### config.mk
export PLATFORM = sky130hd
export DESIGN_NAME = rom_wrapper
export DESIGN_NICKNAME = d
export VERILOG_FILES = /design/src/rtl/axi_pkg.sv /design/src/rtl/axi_wr_err_resp.sv /design/src/rtl/rom_wrapper.sv
export SDC_FILE = /design/constraint.sdc
export NUM_CORES = 1
export LEC_CHECK = 0
export CORE_UTILIZATION = 35
export DETAILED_ROUTE_END_ITERATION = 10
export HOLD_SLACK_MARGIN = 0.06
export PLACE_DENSITY = 0.8
export SYNTH_ARGS = -nofsm -noshare
export SYNTH_HDL_FRONTEND = slang
export SYNTH_HIERARCHICAL = 1
export SYNTH_SLANG_ARGS = --single-unit
### constraint.sdc
create_clock -name ACLK -period 2.33 [get_ports ACLK]
set_input_delay 0.233 -clock ACLK [delete_from_list [all_inputs] [get_ports ACLK]]
set_output_delay 0.233 -clock ACLK [all_outputs]
set_load 0.05 [all_outputs]
### src/rtl/axi_pkg.sv
// Shared AXI constants and read/write FSM state types.
// Defining ROM_OUTREG_EN adds the R_FETCH2 read state for the extra pipeline stage.
`ifndef AXI_ID_BITS
`define AXI_ID_BITS 8
`endif
`ifndef AXI_ADDR_BITS
`define AXI_ADDR_BITS 32
`endif
`ifndef AXI_DATA_BITS
`define AXI_DATA_BITS 32
`endif
`ifndef AXI_LEN_BITS
`define AXI_LEN_BITS 4
`endif
`ifndef AXI_SIZE_BITS
`define AXI_SIZE_BITS 3
`endif
`ifndef AXI_BURST_BITS
`define AXI_BURST_BITS 2
`endif
`ifndef AXI_RESP_BITS
`define AXI_RESP_BITS 2
`endif

package axi_pkg;

    localparam int ID_W    = `AXI_ID_BITS;
    localparam int ADDR_W  = `AXI_ADDR_BITS;
    localparam int DATA_W  = `AXI_DATA_BITS;
    localparam int LEN_W   = `AXI_LEN_BITS;
    localparam int SIZE_W  = `AXI_SIZE_BITS;
    localparam int BURST_W = `AXI_BURST_BITS;
    localparam int RESP_W  = `AXI_RESP_BITS;
    localparam int STRB_W  = DATA_W / 8;

    localparam logic [RESP_W-1:0] RESP_OKAY   = RESP_W'(0);
    localparam logic [RESP_W-1:0] RESP_SLVERR = RESP_W'(2);
    localparam logic [RESP_W-1:0] RESP_DECERR = RESP_W'(3);

    localparam logic [BURST_W-1:0] BURST_FIXED = BURST_W'(0);
    localparam logic [BURST_W-1:0] BURST_INCR  = BURST_W'(1);
    localparam logic [BURST_W-1:0] BURST_WRAP  = BURST_W'(2);

`ifdef ROM_OUTREG_EN
    typedef enum logic [1:0] {R_IDLE, R_FETCH, R_FETCH2, R_DATA} rd_state_t;
`else
    typedef enum logic [1:0] {R_IDLE, R_FETCH, R_DATA} rd_state_t;
`endif

    typedef enum logic [1:0] {W_IDLE, W_DATA, W_RESP} wr_state_t;

endpackage

### src/rtl/axi_wr_err_resp.sv
// AXI write-channel error responder: accepts AW and all W beats, discards the data
// and answers every burst with SLVERR. Intended for read-only slaves.
module axi_wr_err_resp
    import axi_pkg::*;
(
    input  logic              i_clk,
    input  logic              i_rst_n,
    input  logic [ID_W-1:0]   i_awid,
    input  logic              i_awvalid,
    output logic              o_awready,
    input  logic              i_wlast,
    input  logic              i_wvalid,
    output logic              o_wready,
    output logic [ID_W-1:0]   o_bid,
    output logic [RESP_W-1:0] o_bresp,
    output logic              o_bvalid,
    input  logic              i_bready
);

    wr_state_t       r_wr_state;
    wr_state_t       w_wr_state_next;
    logic            r_rst_done;
    logic [ID_W-1:0] r_bid;

    always_ff @(posedge i_clk or negedge i_rst_n) begin
        if (!i_rst_n) begin
            r_wr_state <= W_IDLE;
        end else begin
            r_wr_state <= w_wr_state_next;
        end
    end

    // AWREADY stays low until the first edge after reset release.
    always_ff @(posedge i_clk or negedge i_rst_n) begin
        if (!i_rst_n) begin
            r_rst_done <= 1'b0;
            r_bid      <= '0;
        end else begin
            r_rst_done <= 1'b1;
            if (i_awvalid && o_awready) begin
                r_bid <= i_awid;
            end
        end
    end

    always_comb begin
        w_wr_state_next = r_wr_state;
        o_awready       = 1'b0;
        o_wready        = 1'b0;
        o_bvalid        = 1'b0;
        o_bresp         = RESP_OKAY;
        case (r_wr_state)
            W_IDLE: begin
                o_awready = r_rst_done;
                if (i_awvalid && r_rst_done) begin
                    w_wr_state_next = W_DATA;
                end
            end
            W_DATA: begin
                o_wready = 1'b1;
                if (i_wvalid && i_wlast) begin
                    w_wr_state_next = W_RESP;
                end
            end
            W_RESP: begin
                o_bvalid = 1'b1;
                o_bresp  = RESP_SLVERR;
                if (i_bready) begin
                    w_wr_state_next = W_IDLE;
                end
            end
            default: w_wr_state_next = W_IDLE;
        endcase
    end

    assign o_bid = r_bid;

endmodule

### src/rtl/rom_wrapper.sv
// AXI read-only slave in front of a synchronous ROM macro; writes get SLVERR.
// Defining ROM_OUTREG_EN inserts an extra read-data register stage (R_FETCH2).
module rom_wrapper
    import axi_pkg::*;
#(
    parameter int ROM_ADDR_BITS = 12
)
(
    input  logic                     ACLK,
    input  logic                     ARESETn,
    input  logic [ID_W-1:0]          ARID_S,
    input  logic [ADDR_W-1:0]        ARADDR_S,
    input  logic [LEN_W-1:0]         ARLEN_S,
    input  logic [SIZE_W-1:0]        ARSIZE_S,
    input  logic [BURST_W-1:0]       ARBURST_S,
    input  logic                     ARVALID_S,
    output logic                     ARREADY_S,
    output logic [ID_W-1:0]          RID_S,
    output logic [DATA_W-1:0]        RDATA_S,
    output logic [RESP_W-1:0]        RRESP_S,
    output logic                     RLAST_S,
    output logic                     RVALID_S,
    input  logic                     RREADY_S,
    input  logic [ID_W-1:0]          AWID_S,
    input  logic [ADDR_W-1:0]        AWADDR_S,
    input  logic [LEN_W-1:0]         AWLEN_S,
    input  logic [SIZE_W-1:0]        AWSIZE_S,
    input  logic [BURST_W-1:0]       AWBURST_S,
    input  logic                     AWVALID_S,
    output logic                     AWREADY_S,
    input  logic [DATA_W-1:0]        WDATA_S,
    input  logic [STRB_W-1:0]        WSTRB_S,
    input  logic                     WLAST_S,
    input  logic                     WVALID_S,
    output logic                     WREADY_S,
    output logic [ID_W-1:0]          BID_S,
    output logic [RESP_W-1:0]        BRESP_S,
    output logic                     BVALID_S,
    input  logic                     BREADY_S,
    output logic                     ROM_CS,
    output logic                     ROM_OE,
    output logic [ROM_ADDR_BITS-1:0] ROM_A,
    input  logic [DATA_W-1:0]        ROM_DO
);

    rd_state_t                r_rd_state;
    rd_state_t                w_rd_state_next;
    logic                     r_rst_done;
    logic [ID_W-1:0]          r_rid;
    logic [LEN_W-1:0]         r_len;
    logic [LEN_W-1:0]         r_cnt;
    logic [BURST_W-1:0]       r_burst;
    logic [ROM_ADDR_BITS-1:0] r_addr;
    logic [DATA_W-1:0]        r_rdata;
`ifdef ROM_OUTREG_EN
    logic [DATA_W-1:0]        r_rdata_pipe;
`endif

    logic                     w_ar_hs;
    logic                     w_r_hs;
    logic                     w_more;
    logic                     w_fetch;
    logic [ROM_ADDR_BITS-1:0] w_ar_addr;
    logic [ROM_ADDR_BITS-1:0] w_addr_step;
    logic                     w_unused;

    assign w_ar_hs     = ARVALID_S & ARREADY_S;
    assign w_r_hs      = RVALID_S & RREADY_S;
    assign w_more      = (r_cnt != r_len);
    assign w_ar_addr   = ARADDR_S[ROM_ADDR_BITS+1:2];
    assign w_addr_step = (r_burst == BURST_FIXED) ? r_addr : r_addr + ROM_ADDR_BITS'(1);

    // The ROM samples its address on the handshake edge, so the request is combinational.
    assign w_fetch = w_ar_hs | (w_r_hs & w_more);
    assign ROM_CS  = w_fetch;
    assign ROM_OE  = w_fetch;
    assign ROM_A   = w_ar_hs ? w_ar_addr : (w_fetch ? w_addr_step : r_addr);

    always_ff @(posedge ACLK or negedge ARESETn) begin
        if (!ARESETn) begin
            r_rd_state <= R_IDLE;
        end else begin
            r_rd_state <= w_rd_state_next;
        end
    end

    always_comb begin
        w_rd_state_next = r_rd_state;
        ARREADY_S       = 1'b0;
        RVALID_S        = 1'b0;
        RLAST_S         = 1'b0;
        case (r_rd_state)
            R_IDLE: begin
                ARREADY_S = r_rst_done;
                if (ARVALID_S && r_rst_done) begin
                    w_rd_state_next = R_FETCH;
                end
            end
`ifdef ROM_OUTREG_EN
            R_FETCH:  w_rd_state_next = R_FETCH2;
            R_FETCH2: w_rd_state_next = R_DATA;
`else
            R_FETCH:  w_rd_state_next = R_DATA;
`endif
            R_DATA: begin
                RVALID_S = 1'b1;
                RLAST_S  = (r_cnt == r_len);
                if (RREADY_S) begin
                    w_rd_state_next = w_more ? R_FETCH : R_IDLE;
                end
            end
            default: w_rd_state_next = R_IDLE;
        endcase
    end

    // r_addr always tracks the word currently being fetched or presented.
    always_ff @(posedge ACLK or negedge ARESETn) begin
        if (!ARESETn) begin
            r_rst_done   <= 1'b0;
            r_rid        <= '0;
            r_len        <= '0;
            r_cnt        <= '0;
            r_burst      <= '0;
            r_addr       <= '0;
            r_rdata      <= '0;
`ifdef ROM_OUTREG_EN
            r_rdata_pipe <= '0;
`endif
        end else begin
            r_rst_done <= 1'b1;
            if (w_ar_hs) begin
                r_rid   <= ARID_S;
                r_len   <= ARLEN_S;
                r_burst <= ARBURST_S;
                r_addr  <= w_ar_addr;
                r_cnt   <= '0;
            end else if (w_r_hs && w_more) begin
                r_cnt  <= r_cnt + LEN_W'(1);
                r_addr <= w_addr_step;
            end
`ifdef ROM_OUTREG_EN
            if (r_rd_state == R_FETCH) begin
                r_rdata_pipe <= ROM_DO;
            end
            if (r_rd_state == R_FETCH2) begin
                r_rdata <= r_rdata_pipe;
            end
`else
            if (r_rd_state == R_FETCH) begin
                r_rdata <= ROM_DO;
            end
`endif
        end
    end

    assign RID_S   = r_rid;
    assign RDATA_S = r_rdata;
    assign RRESP_S = RESP_OKAY;

    axi_wr_err_resp u_wr_err (
        .i_clk     (ACLK),
        .i_rst_n   (ARESETn),
        .i_awid    (AWID_S),
        .i_awvalid (AWVALID_S),
        .o_awready (AWREADY_S),
        .i_wlast   (WLAST_S),
        .i_wvalid  (WVALID_S),
        .o_wready  (WREADY_S),
        .o_bid     (BID_S),
        .o_bresp   (BRESP_S),
        .o_bvalid  (BVALID_S),
        .i_bready  (BREADY_S)
    );

    // Size, high/low address bits and all write payload are intentionally ignored.
    assign w_unused = &{1'b0, ARSIZE_S, ARADDR_S[ADDR_W-1:ROM_ADDR_BITS+2], ARADDR_S[1:0],
                        AWADDR_S, AWLEN_S, AWSIZE_S, AWBURST_S, WDATA_S, WSTRB_S};

endmodule
==> qor.yml <==
synth:
  synth_seq_cells: 76
  synth_top_area_share_pct: 54.1
  yosysSeqAreaShare_pct: 54.1
  synth_area_leaders: "dfrtp_1 (54%), mux2_2 (12%), nand2_1 (5.9%), a221o_1 (4.0%), mux2_4 (3.4%)"
  synth_cell_types: 42
  synth.avg_cell_area_um2: 11.9
  yosysWarnings: 6
  netlist_area_um2: 3520
  netlist_instances: 295
  yosysTopAreaCell: "dfrtp_1"
worst_setup_path:
  startpoint: "r_rd_state[0]"
  crit_slowest_cell: "dfrtp_2"
  crit_type: "reg2out"
  cp-start-kind: "flip-flop"
  cpPeakStageDelay_ps: 410
  cp_num_buf_inv: 2
  crit_path_cell_trace: "nand3b_1, a41oi_4, buf_12, mux2_4, a221o_2, buf_6"
  r2r-end: "r_addr[1]"
  cp.depth: 6
  crit_arrival_ps: 2200
  cp-end-kind: "output port"
  crit_fanout: 5
  path_delay_family: "compound AO/OA/AOI/OAI gates"
  cp.required_ps: 2100
  worst_r2r_path_depth: 6
  reg2reg_slack_ps: 420
  r2r-start: "r_rd_state[0]"
sta:
  fmax_mhz: 412
  final_hold_viol_count: 0
  fin_ws_ps: -99.1
  tightest_slew_ps: 977
  period_needed_ps: 2430
  finalSetupTns_ps: -759
  clock_skew_ps: 10.1
  rsz0062_at_grt: "true"
  setup_viol: 9
  relSlewSlack_pct: 34.9
  finalMaxSlewViolations: 0
  fin_crit_sh_pct: 104
cells_and_area:
  layout_commonest_cell: "clkdlybuf4s50_1"
  syn_to_final_growth_pct: 61.3
  diodes: 0
  layout.nets: 631
  final_cell_area_um2: 5670
  layout_common_cells: "clkdlybuf4s50_1 (126), dfrtp_1 (67), nand2_1 (53)"
  drive_above_1_share_pct: 30.2
  nFillCells: 796
drt:
  ant_nets: 0
  dr_total_vias: 2923
  first_iter_violations: 80
  viasPerCell: 4.93
  dr.pass1.iters: 4
  wl_per_cell_um: 15.5
  drcViolationCount: 0
  routed_wl_um: 9190
global_routing:
  grt_use_total_pct: 17.1
  grt_pass1_wl_um: 13500
  grt.met1_usage_pct: 19.2
  antenna_found_initial: 1
  use_met2_pct: 28.9
  grt_max_degree: 77
  grt_pass1_vias: 2847
  grt_overflow_total: 0
  grt.met3_usage_pct: 7.05
  gr-max-usage-layer: "met2"
die:
  die_w_um: 102
  fp.dieH_um: 102
  dieArea_um2: 10500
  io_pins: 246
  core_um2: 9770
  start_util_pct: 36.0
  num_rows: 36
placement:
  placed_area_um2: 5140
  place_hpwl_um: 6410
  gp_congestion: 0.793
  port_buffers: 142
clock_tree:
  clk-insertion-delay-late_ps: 350
  cts_sinks: 76
  cts_tree: "done"
  cts_made_buffers: 9
  cts_root_buf: "clkbuf_8"
  cts_hold_buf: 0
  cts_max_level: 3
  clockBufferDepth: 2
  clk_pin_slew_ps: 80
power:
  seqPwrFrac_pct: 26.3
  p_sw_share_pct: 46.3
  power_frac_clock_pct: 12.5
  peakVddDrop_mv: 0.602
  powerDensity_nw_per_um2: 1640
  leakage_nw: 2.45
  power_switching_mw: 4.30
  p_int_mw: 4.99
  share_comb_of_total_power_pct: 61.2
run:
  cap_violations: 0
status:
  violations: "negative setup slack"
  status: "finished with violations"
worst_hold_path:
  hold_class: "in2async"
## stage by stage
step / total power [mW] / instances / hold WS, ps / utilization (%) / setup WS, ps
finish: 9.30 / 593 / 31.0 / 58.0 / -99.1
global route: 9.74 / 593 / 93.5 / 58.0 / -181
CTS: 9.17 / 582 / 65.9 / 56.6 / -143
detailed placement: 7.76 / 560 / 447 / 52.5 / -13.5
global placement: 7.63 / 560 / 442 / 52.5 / -25.4
floorplan: 5.90 / 296 / -62.6 / - / 32.4
## cell families (layout without fill, tap and decap cells)
| logic type | Yosys count | after routing | share of synthesized area (%) |
|---|---|---|---|
| simple gates | 101 | 101 | 14.3 |
| mux | 50 | 50 | 16.6 |
| fa+ha+maj | 2 | 2 | 0.711 |
| xor+xnor | 4 | 4 | 0.996 |
| buf+inv | 24 | 188 | 3.73 |
| flops | 76 | 76 | 54.1 |
| compound gates | 34 | 34 | 9.07 |
| other cells | 4 | 5 | 0.427 |
## cell usage after synthesis
cell      count
nand2_1      55
mux2_2       36
o21ai_0       4
and4bb_1      1
o31a_2        1
or3_1         1
nand2b_1      2
mux2i_1       6
mux2_4        8
a221o_1      14
nor3_1        6
o31a_1        1
inv_1         4
a21oi_1       1
nand3_1      14
and2b_2       2
a41o_1        1
a32oi_1       1
dfrtp_1      76
a41oi_4       1
o211ai_1      4
nand4_4       1
xnor2_1       4
ha_1          2
clkbuf_1      9
a311oi_1      1
a32o_1        1
nor2_1        4
nand3b_1      1
nor4bb_1      1
a221o_2       2
nand4_1       5
nor4_1        2
and4_2        1
conb_1        4
buf_4         6
buf_2         3
o211a_1       1
o21a_1        1
buf_6         2
nor3b_1       4
or4_4         1
## sequential cells by signal (all words and copies together) (netlist names), 4 cells and up
register        cells
r_addr             12
r_cnt               4
u_wr_err/o_bid      8
RDATA_S            32
r_len               4
RID_S               8
## metal layers
layer,up-vias,share of wire [%]
li1,1373,-
met1,1410,39
met2,121,51
met3,17,8.9
met4,2,1.7
met5,-,0.12
## timing repair
item	in CTS	in global routing
buffers inserted	6	11
gates resized for setup	32	11
pin swaps	6	6
setup endpoints to repair	14	12
## worst register-to-register path, cell delays in order (launching register included)
cell and delay [ps]:
dfrtp_2 410, nand3b_1 250, a41oi_4 240, buf_12 150
mux2_4 330, buf_4 140, a221o_1 290
## power groups by stage
stage	clock [mW]	sequential [mW]	combinational, mW
after global routing	1.26	2.52	5.96
after detailed placement	0	2.45	5.31
after global placement	0	2.40	5.23
after floorplan	0	3.87	2.03
after CTS	1.20	2.44	5.53
final	1.16	2.45	5.69
## how the worst max path moves through the flow
stage	slack (ps)	to
6_report	-100	ROM_A[3]
5_1_grt	-180	ROM_A[6]
4_1_cts	-140	ROM_A[3]
3_5_place_dp	-10	ROM_A[6]
3_3_place_gp	-30	ROM_A[1]
2_1_floorplan	30	ROM_A[0]
## layout make-up
cell class                      instances  area, um2  share of cell area, %
Multi-Input combinational cell        196       1620                   28.6
Clock inverter                          4       70.1                   1.24
Timing Repair Buffer                  168       1720                   30.3
Inverter                                4       15.0                  0.265
Sequential cell                        76       1910                   33.7
Clock buffer                           12        165                   2.91
Tap cell                              133        166                   2.93
Power figures use the tool's default switching activity.
